File: src/rtl/traffic_light_monitor.sv
// Receive side of the traffic controller link: drives lamps and a 2-digit countdown display, flags protocol faults.
// Optional held-input (stall) detection is compiled in with `define TRAFFIC_STALL_DETECT_EN.
module traffic_light_monitor #(
  parameter int REFRESH_DIV = 16,
  parameter int MAX_TIME    = 20,
  parameter int STALL_LIMIT = 64
) (
  input  logic       clk,
  input  logic       reset,
  input  logic [2:0] light,
  input  logic [4:0] remaining_time,
  output logic       lamp_r,
  output logic       lamp_y,
  output logic       lamp_g,
  output logic [6:0] seg,
  output logic [1:0] an,
  output logic       fault,
  output logic [1:0] fault_code
);
  localparam int            CW       = $clog2(REFRESH_DIV);
  localparam logic [CW-1:0] CNT_LAST = CW'(REFRESH_DIV - 1);
  localparam logic [2:0]    RED = 3'b100, YEL = 3'b010, GRN = 3'b001;
  localparam logic [6:0]    DASH = 7'b1000000;

  if (REFRESH_DIV < 2 || STALL_LIMIT < 1) begin : g_param_chk
    $error("traffic_light_monitor: REFRESH_DIV must be >= 2 and STALL_LIMIT >= 1");
  end

  function automatic logic [6:0] seg7(input logic [3:0] d);
    case (d)
      4'd0: seg7 = 7'h3F;  4'd1: seg7 = 7'h06;  4'd2: seg7 = 7'h5B;
      4'd3: seg7 = 7'h4F;  4'd4: seg7 = 7'h66;  4'd5: seg7 = 7'h6D;
      4'd6: seg7 = 7'h7D;  4'd7: seg7 = 7'h07;  4'd8: seg7 = 7'h7F;
      4'd9: seg7 = 7'h6F;  default: seg7 = 7'h00;
    endcase
  endfunction

  // Stage 1 sample plus the previous sample for change detection.
  logic [2:0] light_q, light_p;
  logic [4:0] time_q, time_p;
  logic       vld_q;

  always_ff @(posedge clk) begin
    if (reset) begin
      light_q <= '0; light_p <= '0;
      time_q  <= '0; time_p  <= '0;
      vld_q   <= 1'b0;
    end else begin
      light_p <= light_q;
      time_p  <= time_q;
      light_q <= light;
      time_q  <= remaining_time;
      vld_q   <= 1'b1;
    end
  end

  logic          armed_q, fault_q;
  logic [1:0]    code_q, an_q;
  logic [2:0]    lamps_q;
  logic [6:0]    seg_q;
  logic [CW-1:0] cnt_q;

  logic legal_q, legal_p, same_light, same_time, seq_ok, step_ok;
  logic bad_enc, bad_seq, bad_time, stall_hit, fault_d;
  logic [1:0] code_d;

  always_comb begin
    legal_q    = (light_q == RED) || (light_q == YEL) || (light_q == GRN);
    legal_p    = (light_p == RED) || (light_p == YEL) || (light_p == GRN);
    same_light = (light_q == light_p);
    same_time  = (time_q == time_p);
    seq_ok     = (light_p == RED && light_q == GRN) ||
                 (light_p == GRN && light_q == YEL) ||
                 (light_p == YEL && light_q == RED);
    // A hold or a single step down; 0 -> 31 is a wrap, never a step.
    step_ok    = same_time || (time_p != 5'd0 && time_q == time_p - 5'd1);
    bad_enc    = vld_q && !legal_q;
    bad_seq    = vld_q && armed_q && legal_q && legal_p && !same_light && !seq_ok;
    bad_time   = (vld_q && armed_q && legal_q &&
                  ((int'(time_q) > MAX_TIME) || (same_light && !step_ok))) || stall_hit;
    code_d     = bad_enc ? 2'b01 : bad_seq ? 2'b10 : bad_time ? 2'b11 : 2'b00;
    fault_d    = fault_q || (code_d != 2'b00);
  end

`ifdef TRAFFIC_STALL_DETECT_EN
  localparam int SW = $clog2(STALL_LIMIT + 1);
  logic [SW-1:0] stall_q, stall_d;

  always_comb begin
    stall_d = '0;
    if (vld_q && armed_q && same_light && same_time)
      stall_d = (stall_q == SW'(STALL_LIMIT)) ? stall_q : stall_q + SW'(1);
  end
  assign stall_hit = (stall_d == SW'(STALL_LIMIT));

  always_ff @(posedge clk) begin
    if (reset) stall_q <= '0;
    else       stall_q <= stall_d;
  end
`else
  assign stall_hit = 1'b0;
`endif

  // Display: segment pattern is chosen for the digit enabled on the same edge.
  logic [CW-1:0] cnt_d;
  logic [1:0]    an_d, tens;
  logic [3:0]    ones;
  logic [6:0]    seg_d;

  always_comb begin
    cnt_d = (cnt_q == CNT_LAST) ? '0 : cnt_q + CW'(1);
    an_d  = (cnt_q == CNT_LAST) ? {an_q[0], an_q[1]} : an_q;
    tens  = (time_q >= 5'd30) ? 2'd3 : (time_q >= 5'd20) ? 2'd2 : (time_q >= 5'd10) ? 2'd1 : 2'd0;
    ones  = 4'(time_q - {tens, 3'b000} - {2'b00, tens, 1'b0});
    if (fault_d)        seg_d = DASH;
    else if (an_d[1])   seg_d = (tens == 2'd0) ? 7'h00 : seg7({2'b00, tens});
    else                seg_d = seg7(ones);
  end

  always_ff @(posedge clk) begin
    if (reset) begin
      armed_q <= 1'b0;
      fault_q <= 1'b0;
      code_q  <= 2'b00;
      lamps_q <= '0;
      seg_q   <= '0;
      an_q    <= 2'b01;
      cnt_q   <= '0;
    end else begin
      armed_q <= armed_q || (vld_q && legal_q);
      fault_q <= fault_d;
      if (!fault_q && code_d != 2'b00) code_q <= code_d;
      lamps_q <= legal_q ? light_q : 3'b000;
      seg_q   <= seg_d;
      an_q    <= an_d;
      cnt_q   <= cnt_d;
    end
  end

  assign {lamp_r, lamp_y, lamp_g} = lamps_q;
  assign seg        = seg_q;
  assign an         = an_q;
  assign fault      = fault_q;
  assign fault_code = code_q;
endmodule
File: config.mk
export PLATFORM = sky130hd
export DESIGN_NAME = traffic_light_monitor
export DESIGN_NICKNAME = d
export VERILOG_FILES = /design/src/rtl/traffic_light_monitor.sv
export SDC_FILE = /design/constraint.sdc
export NUM_CORES = 1
export LEC_CHECK = 0
export BUFFER_PORTS_ARGS = -buffer_cell sky130_fd_sc_hd__buf_4
export CORE_UTILIZATION = 49
export CTS_CLUSTER_SIZE = 28
export DETAILED_ROUTE_END_ITERATION = 12
export HOLD_SLACK_MARGIN = 0.08
export PLACE_DENSITY = 0.8
export SLEW_MARGIN = 20
export SYNTH_ARGS = -nofsm -noshare
export SYNTH_HDL_FRONTEND = slang
export SYNTH_SLANG_ARGS = --single-unit
File: constraint.sdc
create_clock -name clk -period 2.1 [get_ports clk]
set_input_delay 0.525 -clock clk [delete_from_list [all_inputs] [get_ports clk]]
set_output_delay 0.525 -clock clk [all_outputs]
set_load 0.01 [all_outputs]
After elaboration in Yosys (flattened, before gate mapping)
Memory sizes are Yosys's and may differ from the RTL's.
Cells that the tools add are included.
{"block": "op_classes", "add_sub_neg": 4, "n_bitwise": 1, "reduce_logical": 35, "muxes": 12, "n_eq_ne": 13, "n_lt_le_gt_ge": 4}
{"op": "2-to-1 mux 7 bit", "n": 3}
{"op": "case mux 7 bit (3 select lines)", "n": 1}
{"op": "logical AND 1 bit", "n": 14}
{"op": "2-to-1 mux 2 bit", "n": 6}
{"op": "== test 5 bit", "n": 2}
{"op": "greater-or-equal comparator 5 bit, second input constant", "n": 2}
{"op": "logical OR 1 bit", "n": 10}
{"op": "== test 3 x 1 -> 1 bit, second input constant", "n": 2}
{"op": "== test 3 x 2 -> 1 bit, second input constant", "n": 2}
{"op": "== test 3 bit, second input constant", "n": 2}
{"op": "OR reduction 2 bit", "n": 3}
{"op": "greater-or-equal comparator 5 x 4 -> 1 bit, second input constant", "n": 1}
{"op": "> comparator 5 bit, second input constant", "n": 1}
{"op": "zero test 1 bit", "n": 5}
{"op": "nonzero test 5 bit", "n": 1}
{"op": "subtractor 5 x 1 -> 5 bit, second input constant", "n": 1}
{"op": "adder 4 x 1 -> 4 bit, second input constant", "n": 1}
{"op": "== test 2 bit, second input constant", "n": 2}
{"op": "== test 4 bit, second input constant", "n": 1}
{"op": "subtractor 4 x 3 -> 4 bit", "n": 1}
{"op": "subtractor 4 bit", "n": 1}
{"op": "== test 3 bit", "n": 1}
{"op": "== test 2 x 1 -> 1 bit, second input constant", "n": 1}
{"op": "zero test 2 bit", "n": 1}
{"op": "other kinds (3)", "n": 4}
{"block": "word_totals", "output_inout_bits": 15, "mem_count": 1, "word_cells": 84, "input_bits": 10, "regBits": 37, "mem_bits_ro": 112}
{"name": "(no name shown)", "depth": 16, "width": 7, "rd": 1, "rd_clocked_by_memory_dff": 0, "write_ports": 0, "line": "30", "text": "case (d)"}

Logic depth before layout (Yosys ltp)
Gate-level depths: netlist of run 1.
{"block": "depth", "ltp_word": 14, "ltp_mapped": 13}

Worst setup path before layout of run 1
Ideal clock, no wire load.
{"block": "synth_path", "kind": "register to register", "from": "reg time_q[0]", "to": "reg seg_q[6], in the netlist seg[6]", "setup_slack_ns": -0.199, "path_buffers": 0, "setup_ns": 0.133, "arrival_ns": 2.167, "stages_incl_launch_ff": 13, "path_cell_list": "dfxtp_1 > inv_1 > ha_1 > o21ai_0 > nand3_1 > nand2_1 > inv_1 > ha_1 > inv_1 > ha_1 > a211oi_1 > a2111oi_0 > a31oi_1"}
{"block": "synth_between", "elab_chain_cells": 13}
{"element": "start: declaration", "line": "40", "text": "logic [4:0] time_q, time_p;"}
{"element": "start signal: assignment", "line": "52", "text": "time_q <= remaining_time;"}
{"element": "branches (longest 12 deep; another with memory (16 x 7 bit))"}
{"element": "2-to-1 mux 7 bit *", "line": "115", "text": "if (fault_d) seg_d = DASH;"}
{"element": "end signal: assignment", "line": "134", "text": "seg_q <= seg_d;"}
{"element": "end: declaration", "line": "60", "text": "logic [6:0] seg_q;"}
Every way passes the cells marked *. The select of a mux whose other input is x is not followed.
A chain may end at the register's enable or synchronous reset.

Worst setup path after layout of run 1
{"block": "layout_path", "from": "reg time_q[1]", "to": "reg seg_q[3], in the netlist seg[3]"}
{"block": "layout_between", "elab_chain_cells": 13}
{"element": "branches (longest 13 deep; another with memory (16 x 7 bit))"}
Several ways; the timed one is not identified. The select of a mux whose other input is x is not followed.

==> results of run 1 <==
-- how the worst max path moves through the flow --
stage,start,to,cells past startpoint
after detailed placement,time_q[1]$_SDFF_PP0_,seg[1]$_SDFF_PP0_,12
after floorplan,time_q[4]$_SDFF_PP0_,seg[0]$_SDFF_PP0_,7
after CTS,time_q[0]$_SDFF_PP0_,seg[1]$_SDFF_PP0_,13
final,time_q[1]$_SDFF_PP0_,seg[3]$_SDFF_PP0_,12
after global placement,time_q[0]$_SDFF_PP0_,seg[1]$_SDFF_PP0_,13
after global routing,time_q[1]$_SDFF_PP0_,seg[5]$_SDFF_PP0_,11
-- worst register-to-register path: cells and delay by family, from the launching register on --
| kind | cells | cell delay (ps) |
|---|---|---|
| AND/OR/NAND/NOR | 4 | 520 |
| flip-flops | 1 | 370 |
| adder cells (fa/ha/maj) | 3 | 710 |
| AO/OA/AOI/OAI | 3 | 330 |
| buffers and inverters | 2 | 100 |
-- through the flow --
stage | setup TNS (ps) | util | total power, uW | setup WS, ps
2_1_floorplan | 0 | - | 1080 | 6.14
3_3_place_gp | -8.42 | 0.646 | 1200 | -8.42
3_5_place_dp | -376 | 0.646 | 1210 | -129
4_1_cts | 0 | 0.684 | 1710 | 6.39
5_1_grt | -598 | 0.710 | 1850 | -120
6_report | -14.6 | 0.710 | 1770 | -14.6
-- cells in the final DEF (no fill, tap or decap), types with 2 or more instances in the layout --
cell type / netlist / final
ha_1: 12 / 8
nor4_2: 1 / 2
mux2i_1: 2 / 2
o21ai_2: 0 / 3
nand2b_1: 3 / 3
nand2_1: 12 / 9
a21oi_1: 13 / 12
nor4_1: 3 / 2
dfxtp_2: 0 / 6
a31oi_1: 4 / 4
clkbuf_8: 0 / 5
a211oi_1: 4 / 3
nor3_1: 8 / 6
and2_1: 2 / 2
inv_1: 11 / 8
dfxtp_1: 37 / 31
o21a_1: 3 / 2
nor3_2: 0 / 2
buf_4: 0 / 46
xor2_1: 11 / 10
nand3_1: 3 / 2
nand2_2: 0 / 3
nor3b_1: 3 / 3
xnor2_1: 4 / 3
ha_4: 0 / 4
inv_2: 0 / 2
nor2b_1: 13 / 13
a32o_1: 2 / 2
nor2_1: 15 / 13
and3_1: 3 / 3
nor2_2: 0 / 2
-- state kept, by name, summed over array words and instances (netlist names) --
register	cells
lamps_q	3
time_q	5
seg	7
fault	1
light_q	3
fault_code	2
cnt_q	4
an	2
light_p	3
time_p	5
armed_q	1
vld_q	1
-- repair_timing --
action                                  in CTS  in global routing
buffers inserted                             2                  2
gates resized for setup                     11                 18
endpoints found under the setup margin       8                  7
pin swaps                                    7                 13
-- cells by family (layout without fill, tap and decap cells) --
logic type | count (synthesis) | after routing
compound gates | 40 | 40
xor+xnor | 16 | 16
fa+ha+maj | 12 | 12
buf+inv | 21 | 64
flops | 37 | 37
mux | 2 | 2
simple gates | 76 | 76
-- power breakdown --
group          switching (uW)  total [uW]  internal (uW)  leakage [uW]
logic                     252         508            256      0.000755
registers                39.5         789            749      0.000307
clock network             241         470            230     0.0000412
total                     532        1770           1230       0.00110
-- cell type report --
| type | count | area share |
|---|---|---|
| repair buffers | 46 | 0.140 |
| inverters | 11 | 0.0178 |
| multi-input cells | 146 | 0.482 |
| well taps | 46 | 0.0234 |
| clock buffers | 6 | 0.0295 |
| flip-flops and latches | 37 | 0.304 |
| clock inverters | 1 | 0.00356 |
-- per-layer routing --
| layer | up-vias | global-route usage | share of wire |
|---|---|---|---|
| met5 | - | 0 | 0 |
| met4 | 0 | 0.0909 | 0.021 |
| met3 | 12 | 0.0507 | 0.048 |
| met2 | 53 | 0.341 | 0.52 |
| met1 | 767 | 0.232 | 0.41 |
| li1 | 789 | - | - |
==> results.cfg, run 1 <==
[power]
peakVddDrop_mv = 0.662
power_density_mw_per_mm2 = 717
p_leak_uw = 0.00110

[floorplanning]
floorplan.initialDensity = 0.530
coreArea_sq_mm = 0.00347
die_w_um = 63.2
std_cell_rows = 21
dieArea_sq_mm = 0.00400
die_h_um = 63.2
io_pins = 25

[cells_and_area]
drive_gt1_frac = 0.356
seqCellArea_sq_um = 748
fin_cells = 293
multi_input_area_sq_mm = 0.00119
area_growth_pct = 34.1
fin_nets = 269
fillerInstances = 276
postLayoutCellArea_sq_mm = 0.00246
antennaDiodeCount = 0

[global_routing]
overflow = 0
track_usage = 0.199
grt_max_degree = 34
grt_pass1_vias = 1482
antenna_found_initial = 0
grt_pass1_wl_um = 6270

[yosys]
netlist.area_leader.share = 0.403
yosys.area_share.simple = 0.233
synth_cells = 204
synth_top_family_by_area = simple AND/OR/NAND/NOR gates
synth.area.mux_share = 0.0109
netlist_area_sq_mm = 0.00184
synth_compound_area_frac = 0.142
synth_nets = 226
synth.area.top_cells = dfxtp_1 (40%), ha_1 (8.2%), xor2_1 (5.2%), nor2b_1 (4.4%), a21oi_1 (3.5%)
yosys_warnings = 0
ys_top_cells_by_count = dfxtp_1 (37), nor2_1 (15), a21oi_1 (13), nor2b_1 (13)
synth_cell_types = 45
synth_xor_area_frac = 0.0838
synth_area_per_cell_sq_um = 9.00
synth_largest_area_cell = dfxtp_1
synthAdderAreaFrac = 0.0817
synth_ff_type = dfxtp_1
synth_seq_cells = 37
ys_seq_area_frac = 0.403
synth_edf_count = 0
postSynth.asyncResetShare = 0
synth.most_common_cell = dfxtp_1

[detailed_routing]
vias = 1621
drc = 0
first_iter_violations = 82
drtPass1Iterations = 6
ant_nets = 0
avgViaCountPerCell = 5.53
drt-total-wl_um = 4110
wl_per_cell_um = 14.0

[setup_path]
r2r_start = time_q[1]$_SDFF_PP0_
crit_fanout = 5
crit_top_cell = ha_4
r2r_cells = 12
required_ps = 2290
crit_buf_inv = 2
start_kind = register
end_kind = register
crit_family = adder cells
reg2reg_slack_ps = -10
slowest_stage = dfxtp_2
worst-setup-path-type = register to register
worstPathArrival_ps = 2310
r2r-end = seg[3]$_SDFF_PP0_
worstPathCellList = ha_4 -> o21ai_2 -> nand3_2 -> nand2_2 -> inv_2 -> ha_4 -> inv_4 -> ha_4 -> nand2_2 -> o21ai_1 -> a21oi_1 -> nor4_1
cpPeakStageDelay_ps = 370

[clocking]
root_buffer = clkbuf_8
cts_tree = yes
h-tree-depth = 2
cts_max_path_buffers = 2
cts_buffers = 5
hold_buffers = 0
clk_pin_slew_worst_paths_ps = 70
insertion_delay_ps = 280
clock-sinks = 37

[placement]
place_area_sq_mm = 0.00224
gp_congestion = 0.849
port_buffers = 24
hpwl_um = 2740
dp_cells = 282

[worst_hold_path]
hp-start = remaining_time[0]
whs_endpoint = time_q[0]$_SDFF_PP0_
min_path_type = primary input to register
whs_path_depth = 2

[sta]
finalHoldViolations = 0
max_freq_ghz = 0.473
grt_setup_unrepaired = yes
fin_skew_ps = 5.61
slew_headroom = 0.690
worst_slack_ps = -14.6
hold-worst-slack_ps = 448
min_period_ps = 2110
final.period_utilization = 1.01
worst_pin_slew_ps = 462
setup_viol = 1
slew_viol_final = 0

[run_status]
violations = setup timing
status = finished, violations left

[job]
drv_cap = 0
Power figures use the tool's default switching activity.
==> run 2: changes to the inputs <==
Settings changed: CORE_ASPECT_RATIO set to 0.9.
==> run 2 against run 1 <==
Effect of this change:
- the flow now finishes without violations
- hold slack got worse by 14 ps
- first-iteration DRC count is 30% lower
- register-to-register slack improved by 20 ps
- non-clock buffer count grew 5
- utilization is 3.3 points higher
- final area up 4.9%
- cell count up 1.4%
- sequential share of layout area down 1.2 points
- total power is 7.3% higher
- setup slack better by 21 ps
- global-route usage is 1.5 points higher
==> results.cfg, run 2 (same netlist as run 1, synthesis figures left out) <==
[detailed_routing]
avgViaCountPerCell = 5.36
first_iter_violations = 57
drtPass1Iterations = 4
vias = 1592
drc = 0
drt-total-wl_um = 4060
ant_nets = 0
wl_per_cell_um = 13.7

[clocking]
insertion_delay_ps = 290
cts_buffers = 5
clock-sinks = 37
cts_max_path_buffers = 2
cts_tree = yes
h-tree-depth = 2
root_buffer = clkbuf_8
clk_pin_slew_worst_paths_ps = 80
hold_buffers = 0

[cells_and_area]
final_common_cell = buf_4
fin_cells = 297
drive_gt1_frac = 0.399
seqCellArea_sq_um = 753
largest_reg_flops = 7
post-route-util = 0.743
fillerInstances = 237
area_growth_pct = 40.7
multi_input_area_sq_mm = 0.00124
mostFrequentLayoutCells = buf_4 (50), dfxtp_1 (29), nor2_1 (13), a21oi_1 (13), nor2b_1 (13)
antennaDiodeCount = 0
fin_nets = 274

[global_routing]
grt_pass1_vias = 1507
track_usage = 0.214
overflow = 0
grt_pass1_wl_um = 6350
antenna_found_initial = 0
grt_max_degree = 34

[sta]
final.period_utilization = 0.997
slew_headroom = 0.727
setup_viol = 0
min_period_ps = 2090
grt_setup_unrepaired = yes
max_freq_ghz = 0.478
slew_viol_final = 0
fin_setup_tns_ps = 0
finalHoldViolations = 0
worst_slack_ps = 6.81
fin_skew_ps = 1.98
worst_pin_slew_ps = 408

[placement]
dp_worst_setup_slack_ps = -33.4
gp_congestion = 0.861
port_buffers = 24
dp_cells = 282
hpwl_um = 2650

[floorplanning]
dieArea_sq_mm = 0.00400
die_w_um = 66.5
io_pins = 25
die_h_um = 60.1
floorplan.initialDensity = 0.528
coreArea_sq_mm = 0.00348
std_cell_rows = 20

[job]
drv_cap = 0

[setup_path]
start_kind = register
worst-setup-path-type = register to register
end_kind = register
required_ps = 2270
worstPathArrival_ps = 2260
crit_fanout = 4

[power]
seqPwrFrac = 0.415
switching_share = 0.298
p_comb_frac = 0.283
peakVddDrop_mv = 0.444
p_sw_uw = 564
p_leak_uw = 0.00115
intPower_uw = 1330
clock_power_share = 0.302
power_density_mw_per_mm2 = 734

[run_status]
status = completed

[worst_hold_path]
min_path_type = primary input to register
[run 2: changes by cell type in the layout (fill, tap and decap cells not counted), sizes merged]
cell	change
buf	+5
clkbuf	+1
clkinv	-1
inv	+1
[run 2: worst paths after layout]
kind | slack, ps | cells past startpoint | from | to
worst max-delay path | 7 | 12 | time_q[0]$_SDFF_PP0_ | seg[6]$_SDFF_PP0_
worst min-delay path | 430 | 2 | remaining_time[3] | time_q[3]$_SDFF_PP0_
worst max register to register | 7 | 12 | time_q[0]$_SDFF_PP0_ | seg[6]$_SDFF_PP0_
worst min register to register | 490 | 1 | cnt_q[0]$_SDFF_PP0_ | cnt_q[0]$_SDFF_PP0_
[run 2: worst max-delay path, cell delays in order (launching register included)]
cell and delay, ps:
dfxtp_2 330, inv_2 40, ha_4 140, o21ai_2 130, nand3_2 100, nand2_2 90, inv_2 50, ha_4 180
xnor2_4 180, buf_6 150, a211oi_4 70, a2111oi_4 360, a31oi_1 140
[run 2: timing repair]
action,in CTS,in global routing
setup endpoints to repair,6,8
buffers inserted,2,5
gates resized for setup,5,36
pin swaps,3,18
[run 2: power groups by stage]
stage	combinational (uW)	sequential (uW)	clock (uW)
after global routing	581	794	615
after global placement	402	800	0
after floorplan	277	804	0
after CTS	431	785	580
after detailed placement	409	801	0
final	537	787	573
[run 2: final cells by class]
class                           instances  area share
Clock buffer                            7      0.0373
Timing Repair Buffer                   51       0.150
Multi-Input combinational cell        146       0.480
Tap cell                               44      0.0213
Sequential cell                        37       0.291
Clock inverter                          1     0.00339
Inverter                               11      0.0169
[run 2: stage by stage]
step | cell area, sq um | hold slack (ps) | total power (uW)
2_1_floorplan | 1940 | 452 | 1080
3_3_place_gp | 2250 | 479 | 1200
3_5_place_dp | 2250 | 486 | 1210
4_1_cts | 2390 | 436 | 1800
5_1_grt | 2580 | 437 | 1990
6_report | 2580 | 434 | 1900
[run 2: routing by layer]
| metal | global-route usage | wire, um | up-vias |
|---|---|---|---|
| met2 | 0.363 | 1970 | 31 |
| li1 | - | - | 805 |
| met4 | 0.100 | 63 | 0 |
| met1 | 0.259 | 1900 | 749 |
| met3 | 0.0458 | 126 | 7 |
| met5 | 0 | 0 | - |
